===== src/rtl/val2gen_pipe_pkg.sv =====
// Shared definitions for the pipelined ARM operand-2 generator.
package val2gen_pipe_pkg;

  // Default datapath width; matches the register length at the top level.
  localparam int unsigned DataWDefault = 32;

  // ARM shift-type codes, taken straight from instruction bits [6:5].
  typedef enum logic [1:0] {
    ShiftLsl = 2'b00,
    ShiftLsr = 2'b01,
    ShiftAsr = 2'b10,
    ShiftRor = 2'b11
  } shift_t;

  // Operand-2 source selected in stage 1.
  typedef enum logic [1:0] {
    ModeMem    = 2'b00,
    ModeImmRot = 2'b01,
    ModeShImm  = 2'b10,
    ModeShReg  = 2'b11
  } mode_t;

endpackage


===== src/rtl/arm_shift_core.sv =====
// Combinational ARM barrel shifter with register-amount semantics:
// an 8-bit amount is range-checked at full width before any truncation.
module arm_shift_core
  import val2gen_pipe_pkg::*;
#(
  parameter int unsigned DATA_W = DataWDefault,
  parameter int unsigned SH_W   = $clog2(DATA_W)
) (
  input  shift_t              shift_type,
  input  logic [7:0]          amount,
  input  logic [DATA_W-1:0]   rm,
  input  logic                c_in,
  output logic [DATA_W-1:0]   val2,
  output logic                carry
);

  localparam logic [8:0] FullAmt = 9'(DATA_W);

  logic [SH_W-1:0]   sh;
  logic              amt_zero;
  logic              amt_lt;
  logic              amt_eq;
  logic [DATA_W:0]   lsl_ext;
  logic [DATA_W:0]   lsr_ext;
  logic [DATA_W:0]   asr_ext;
  logic [DATA_W-1:0] ror_val;

  assign sh       = amount[SH_W-1:0];
  assign amt_zero = (amount == 8'd0);
  assign amt_lt   = ({1'b0, amount} < FullAmt);
  assign amt_eq   = ({1'b0, amount} == FullAmt);

  // One extra bit on each side catches the last bit shifted out as the carry.
  assign lsl_ext = {1'b0, rm} << sh;
  assign lsr_ext = {rm, 1'b0} >> sh;
  assign asr_ext = $signed({rm, 1'b0}) >>> sh;
  assign ror_val = (rm >> sh) | (rm << (DATA_W - int'(sh)));

  // Select result and carry by shift type and amount range.
  always_comb begin
    val2  = rm;
    carry = c_in;
    if (!amt_zero) begin
      unique case (shift_type)
        ShiftLsl: begin
          if (amt_lt) begin
            {carry, val2} = lsl_ext;
          end else begin
            val2  = '0;
            carry = amt_eq ? rm[0] : 1'b0;
          end
        end
        ShiftLsr: begin
          if (amt_lt) begin
            val2  = lsr_ext[DATA_W:1];
            carry = lsr_ext[0];
          end else begin
            val2  = '0;
            carry = amt_eq ? rm[DATA_W-1] : 1'b0;
          end
        end
        ShiftAsr: begin
          if (amt_lt) begin
            val2  = asr_ext[DATA_W:1];
            carry = asr_ext[0];
          end else begin
            val2  = {DATA_W{rm[DATA_W-1]}};
            carry = rm[DATA_W-1];
          end
        end
        ShiftRor: begin
          // A multiple of DATA_W leaves rm unchanged but still updates carry.
          if (sh == '0) begin
            carry = rm[DATA_W-1];
          end else begin
            val2  = ror_val;
            carry = ror_val[DATA_W-1];
          end
        end
        default: begin
          val2  = rm;
          carry = c_in;
        end
      endcase
    end
  end

endmodule


===== src/rtl/val2gen_pipe.sv =====
// Two-stage valid/ready operand-2 generator: stage 1 decodes the instruction
// fields into (type, amount, operand, carry); stage 2 runs the barrel shifter.
module val2gen_pipe
  import val2gen_pipe_pkg::*;
#(
  parameter int unsigned DATA_W = DataWDefault,
  parameter int unsigned SH_W   = $clog2(DATA_W)
) (
  input  logic              clk,
  input  logic              rst_n,
  input  logic              in_valid,
  output logic              in_ready,
  input  logic [DATA_W-1:0] val_rm,
  input  logic [DATA_W-1:0] val_rs,
  input  logic [11:0]       shift_operand,
  input  logic              immediate,
  input  logic              is_mem_command,
  input  logic              carry_in,
  output logic              out_valid,
  input  logic              out_ready,
  output logic [DATA_W-1:0] val2_out,
  output logic              carry_out
);

  // Only Rs[7:0] supplies a shift amount.
  logic unused_rs_hi;
  assign unused_rs_hi = ^val_rs[DATA_W-1:8];

  logic              s1_valid_q;
  shift_t            s1_type_q;
  logic [7:0]        s1_amt_q;
  logic [DATA_W-1:0] s1_opnd_q;
  logic              s1_c_q;
  logic              s1_rrx_q;

  logic              s2_valid_q;
  logic [DATA_W-1:0] val2_q;
  logic              carry_q;

  mode_t             mode_d;
  shift_t            type_d;
  logic [7:0]        amt_d;
  logic [DATA_W-1:0] opnd_d;
  logic              rrx_d;

  logic              s1_adv;
  logic              in_fire;

  logic [DATA_W-1:0] core_val2;
  logic              core_carry;
  logic [DATA_W-1:0] s2_val2_d;
  logic              s2_carry_d;

  assign s1_adv   = !s2_valid_q || out_ready;
  assign in_ready = !s1_valid_q || s1_adv;
  assign in_fire  = in_valid && in_ready;

  // Decode instruction fields into a uniform shifter request.
  always_comb begin
    type_d = shift_t'(shift_operand[6:5]);
    amt_d  = 8'd0;
    opnd_d = val_rm;
    rrx_d  = 1'b0;
    if (is_mem_command) begin
      mode_d = ModeMem;
    end else if (immediate) begin
      mode_d = ModeImmRot;
    end else if (shift_operand[4]) begin
      mode_d = ModeShReg;
    end else begin
      mode_d = ModeShImm;
    end
    unique case (mode_d)
      ModeMem: begin
        // LSL by zero passes the offset and carry straight through.
        type_d = ShiftLsl;
        opnd_d = DATA_W'(shift_operand);
      end
      ModeImmRot: begin
        type_d = ShiftRor;
        amt_d  = {3'b000, shift_operand[11:8], 1'b0};
        opnd_d = DATA_W'(shift_operand[7:0]);
      end
      ModeShReg: begin
        amt_d = val_rs[7:0];
      end
      ModeShImm: begin
        amt_d = {3'b000, shift_operand[11:7]};
        if (shift_operand[11:7] == 5'd0) begin
          unique case (type_d)
            ShiftLsl:           amt_d = 8'd0;
            ShiftLsr, ShiftAsr: amt_d = 8'(DATA_W);
            ShiftRor:           rrx_d = 1'b1;
            default:            amt_d = 8'd0;
          endcase
        end
      end
      default: begin
        amt_d = 8'd0;
      end
    endcase
  end

  // Stage 1 register: accepts whenever empty or draining into stage 2.
  always_ff @(posedge clk or negedge rst_n) begin
    if (!rst_n) begin
      s1_valid_q <= 1'b0;
      s1_type_q  <= ShiftLsl;
      s1_amt_q   <= 8'd0;
      s1_opnd_q  <= '0;
      s1_c_q     <= 1'b0;
      s1_rrx_q   <= 1'b0;
    end else begin
      if (in_ready) begin
        s1_valid_q <= in_valid;
      end
      if (in_fire) begin
        s1_type_q <= type_d;
        s1_amt_q  <= amt_d;
        s1_opnd_q <= opnd_d;
        s1_c_q    <= carry_in;
        s1_rrx_q  <= rrx_d;
      end
    end
  end

  arm_shift_core #(
    .DATA_W (DATA_W),
    .SH_W   (SH_W)
  ) u_shift (
    .shift_type (s1_type_q),
    .amount     (s1_amt_q),
    .rm         (s1_opnd_q),
    .c_in       (s1_c_q),
    .val2       (core_val2),
    .carry      (core_carry)
  );

  // RRX shifts the old carry in at the top and is outside the core's amount model.
  always_comb begin
    s2_val2_d  = core_val2;
    s2_carry_d = core_carry;
    if (s1_rrx_q) begin
      s2_val2_d  = {s1_c_q, s1_opnd_q[DATA_W-1:1]};
      s2_carry_d = s1_opnd_q[0];
    end
  end

  // Stage 2 register: holds the result while the consumer stalls.
  always_ff @(posedge clk or negedge rst_n) begin
    if (!rst_n) begin
      s2_valid_q <= 1'b0;
      val2_q     <= '0;
      carry_q    <= 1'b0;
    end else if (s1_adv) begin
      s2_valid_q <= s1_valid_q;
      if (s1_valid_q) begin
        val2_q  <= s2_val2_d;
        carry_q <= s2_carry_d;
      end
    end
  end

  assign out_valid = s2_valid_q;
  assign val2_out  = val2_q;
  assign carry_out = carry_q;

endmodule


===== config.mk =====
export PLATFORM = sky130hd
export DESIGN_NAME = val2gen_pipe
export DESIGN_NICKNAME = d
export VERILOG_FILES = /design/src/rtl/val2gen_pipe_pkg.sv /design/src/rtl/arm_shift_core.sv /design/src/rtl/val2gen_pipe.sv
export SDC_FILE = /design/constraint.sdc
export NUM_CORES = 1
export LEC_CHECK = 0
export BUFFER_PORTS_ARGS = -buffer_cell sky130_fd_sc_hd__buf_2
export CAP_MARGIN = 20
export CORE_ASPECT_RATIO = 0.6
export CORE_MARGIN = 2
export CORE_UTILIZATION = 35
export DETAILED_ROUTE_END_ITERATION = 6
export GPL_TIMING_DRIVEN = 0
export PLACE_DENSITY = 0.5
export SYNTH_ARGS = -nofsm -noshare
export SYNTH_HDL_FRONTEND = slang
export SYNTH_HIERARCHICAL = 1
export SYNTH_SLANG_ARGS = --single-unit
export TNS_END_PERCENT = 10

===== constraint.sdc =====
create_clock -name clk -period 8.9 [get_ports clk]
set_input_delay 0.89 -clock clk [delete_from_list [all_inputs] [get_ports clk]]
set_output_delay 0.89 -clock clk [all_outputs]
set_load 0.005 [all_outputs]

==> impl_metrics.env <==
export IMPL_irDropWorstVdd_mv=0.103
export IMPL_ys_ff_latch=79
export IMPL_finalCritPeriodShare_pct=66.7
export IMPL_async_flop_share_pct=100
export IMPL_drc=14
export IMPL_total_power_uw=2770
export IMPL_hold_viol_final=0
export IMPL_worstSetupPathType="register to register"
export IMPL_yosys_top_cells_area="dfrtp_1 (18%), mux2i_1 (13%), mux4_2 (10%)"
export IMPL_worst_slack_ns=2.96
export IMPL_die_w_um=233
export IMPL_p_int_uw=1180
export IMPL_fin_tns_setup_ns=0
export IMPL_p_sw_share_pct=57.3
export IMPL_area_growth_syn_to_layout_pct=12.3
export IMPL_io_pins=118
export IMPL_cts_tree="done"
export IMPL_final_layout_size_suffix_gt1_share_pct=20.4
export IMPL_core_area_sq_mm=0.0310
export IMPL_status="finished, violations left"
export IMPL_rows=50
export IMPL_yosysWarnings=6
export IMPL_end_kind="register"
export IMPL_hold_worst_slack_ns=0.361
export IMPL_p_switching_uw=1590
export IMPL_drv_cap=0
export IMPL_overflow=0
export IMPL_max_clock_freq_ghz=0.168
export IMPL_grt_pass1_vias=12981
export IMPL_drtIter0Drc=2694
export IMPL_cts_hold_buf=0
export IMPL_rsz0062_at_grt="false"
export IMPL_layout_nets=1554
export IMPL_combPwrFrac_pct=67.4
export IMPL_syn_nets=1445
export IMPL_clock_sinks=79
export IMPL_die_area_sq_mm=0.0328
export IMPL_pre_cts_slack_ns=3.34
export IMPL_grt_pass1_wl_um=107000
export IMPL_failed_checks="DRC"
export IMPL_hp_class="primary input to asynchronous set/reset pin"
export IMPL_relSlewSlack_pct=8.83
export IMPL_critPathLaunchType="register"
export IMPL_synth_edf_count=0
export IMPL_clk_latency_ns=0.35
export IMPL_cp_arrival_ns=6.21
export IMPL_portBuffers=93
export IMPL_final_max_slew_viol_count=0
export IMPL_seq_area_frac_synth_pct=18.0
export IMPL_routed_via_density=7.48
export IMPL_numCtsBuffers=9
export IMPL_path_clk_slew_ns=0.06
export IMPL_die_h_um=141
export IMPL_dpl_hpwl_um=61700
export IMPL_start_util_pct=35.4
export IMPL_fillerInstances=3291
export IMPL_antenna_left=0
export IMPL_synth_common_cells="o21ai_0 (145), mux2i_1 (142), nand2_1 (136)"
export IMPL_antenna_found_initial=2
export IMPL_dr_pass1_iters=7
export IMPL_routed_wl_um=80000
export IMPL_setup_viol=0
export IMPL_layout_min_cycle_time_ns=5.94
export IMPL_critPathRequiredTime_ns=9.17
export IMPL_root_buffer="clkbuf_16"
export IMPL_post_cts_resized=0
export IMPL_yosysTopAreaCellShare_pct=18.0
export IMPL_p_leak_uw=0.00465
export IMPL_track_usage_pct=47.9
export IMPL_netlist_instances=1359
export IMPL_post_cts_repair_setup_buffers=0
export IMPL_ctsHtreeMaxLevel=3
export IMPL_worst_pin_slew_ns=1.35
export IMPL_synth_top_area_cell="dfrtp_1"
export IMPL_clkPwrFrac_pct=13.2
export IMPL_yosysUniqueCellTypes=83
export IMPL_clockBufferDepth=2
export IMPL_seq_power_share_pct=19.3
export IMPL_synth_area_per_cell_sq_um=8.08
export IMPL_wire_per_inst_um=42.2
export IMPL_synth_area_sq_mm=0.0110
export IMPL_powerDensity_mw_per_mm2=225
export IMPL_ys_flop_type="dfrtp_1"
export IMPL_synth_most_common_cell="o21ai_0"
export IMPL_grt_max_degree=71
export IMPL_gp_congestion=1.15
export IMPL_finClkSkew_ns=0.0101
export IMPL_vias=14182
export IMPL_cp_max_fo=10
[power groups by stage]
stage	sequential, uW	combinational (uW)	clock (uW)
after CTS	528	1700	372
final	536	1870	367
after global placement	532	1720	0
after detailed placement	534	1700	0
after global routing	536	1860	387
after floorplan	486	953	0
[metrics by stage]
stage                     cell area, sq um  utilization (%)  cells
after global routing                 12300             39.7   1889
after detailed placement             12000             38.8   1873
after floorplan                      11000                -   1359
after global placement               12000             38.6   1868
final                                12300             39.7   1895
after CTS                            12300             39.7   1889
[path summary, 6_finish.rpt]
kind                                           from                        end  slack (ns)  cells after the start
hold reg to reg            s1_type_q[1]$_DFFE_PN0P_   s1_type_q[1]$_DFFE_PN0P_        0.51                      1
setup / recovery            s1_amt_q[1]$_DFFE_PN0P_   val2_out[26]$_DFFE_PN0P_        2.96                     15
max in group asynchronous                     rst_n  s1_opnd_q[19]$_DFFE_PN0P_        7.93                      2
hold / removal                                rst_n   val2_out[10]$_DFFE_PN0P_        0.36                      1
setup reg to reg            s1_amt_q[1]$_DFFE_PN0P_   val2_out[26]$_DFFE_PN0P_        2.96                     15
min in group clk           s1_type_q[1]$_DFFE_PN0P_   s1_type_q[1]$_DFFE_PN0P_        0.51                      1
[critical path, stage by stage (launching register included)]
cell and delay [ns]:
dfrtp_1 0.50, inv_2 0.32, buf_4 0.31, buf_2 0.41
ha_1 0.45, and2_1 0.22, ha_1 0.15, clkbuf_1 0.62
inv_1 0.32, clkbuf_1 0.46, clkbuf_1 0.50, nand3_1 0.23
o221ai_1 0.15, o32ai_1 0.81, mux2i_1 0.17, a31oi_1 0.21
[per-layer routing]
metal	GRT usage [%]	share of wire (%)	up-vias	wire length, um
met5	2.68	0.20	-	157
met1	64.3	41	7058	33100
li1	-	-	5472	-
met3	34.8	19	274	15400
met4	16.3	4.9	4	3920
met2	57.1	34	1374	27400
[cells in the final DEF, fill, tap and decap left out, types with 10 or more instances in the layout]
master / count
nand3_1: 36
nand2_1: 136
o211ai_1: 22
mux2_2: 34
nor4_1: 10
mux4_2: 51
buf_1: 15
nor3_1: 27
buf_2: 137
a221oi_1: 13
buf_4: 12
clkbuf_1: 77
a21oi_1: 105
o21ai_1: 11
a211oi_1: 22
mux2i_1: 142
o21ai_0: 145
a31oi_1: 49
o221ai_1: 11
nor2_1: 92
o22ai_1: 13
a22oi_1: 17
dfrtp_1: 79
[flip-flops by register name, indices dropped and copies added (netlist names)]
| name | count |
|---|---|
| carry_out | 1 |
| out_valid | 1 |
| s1_amt_q | 8 |
| s1_c_q | 1 |
| s1_opnd_q | 32 |
| s1_rrx_q | 1 |
| s1_type_q | 2 |
| s1_valid_q | 1 |
| val2_out | 32 |
[cell families (layout without fill, tap and decap cells)]
group                      Yosys count  after routing  share of synthesized area [%]
muxes                              243            243                           29.7
AOI/OAI and AO/OA                  503            503                           29.1
and+or+nand+nor                    358            358                           14.9
buffers and inverters              171            285                           7.69
adders and majority gates            3              3                          0.342
other                                0              6                              0
xor gates and xnor gates             2              2                          0.228
DFF                                 79             79                           18.0
[cell type report]
cell class	instances	area, sq um	area share [%]
antenna	6	15.0	0.122
buffer	156	788	6.39
clock buffer	12	267	2.16
clock inverter	4	26.3	0.213
inverter	15	56.3	0.457
multi-input combinational	1109	8160	66.2
sequential	79	1980	16.0
tap	416	520	4.22
timing repair buffer	98	520	4.22
Power figures use the tool's default switching activity.
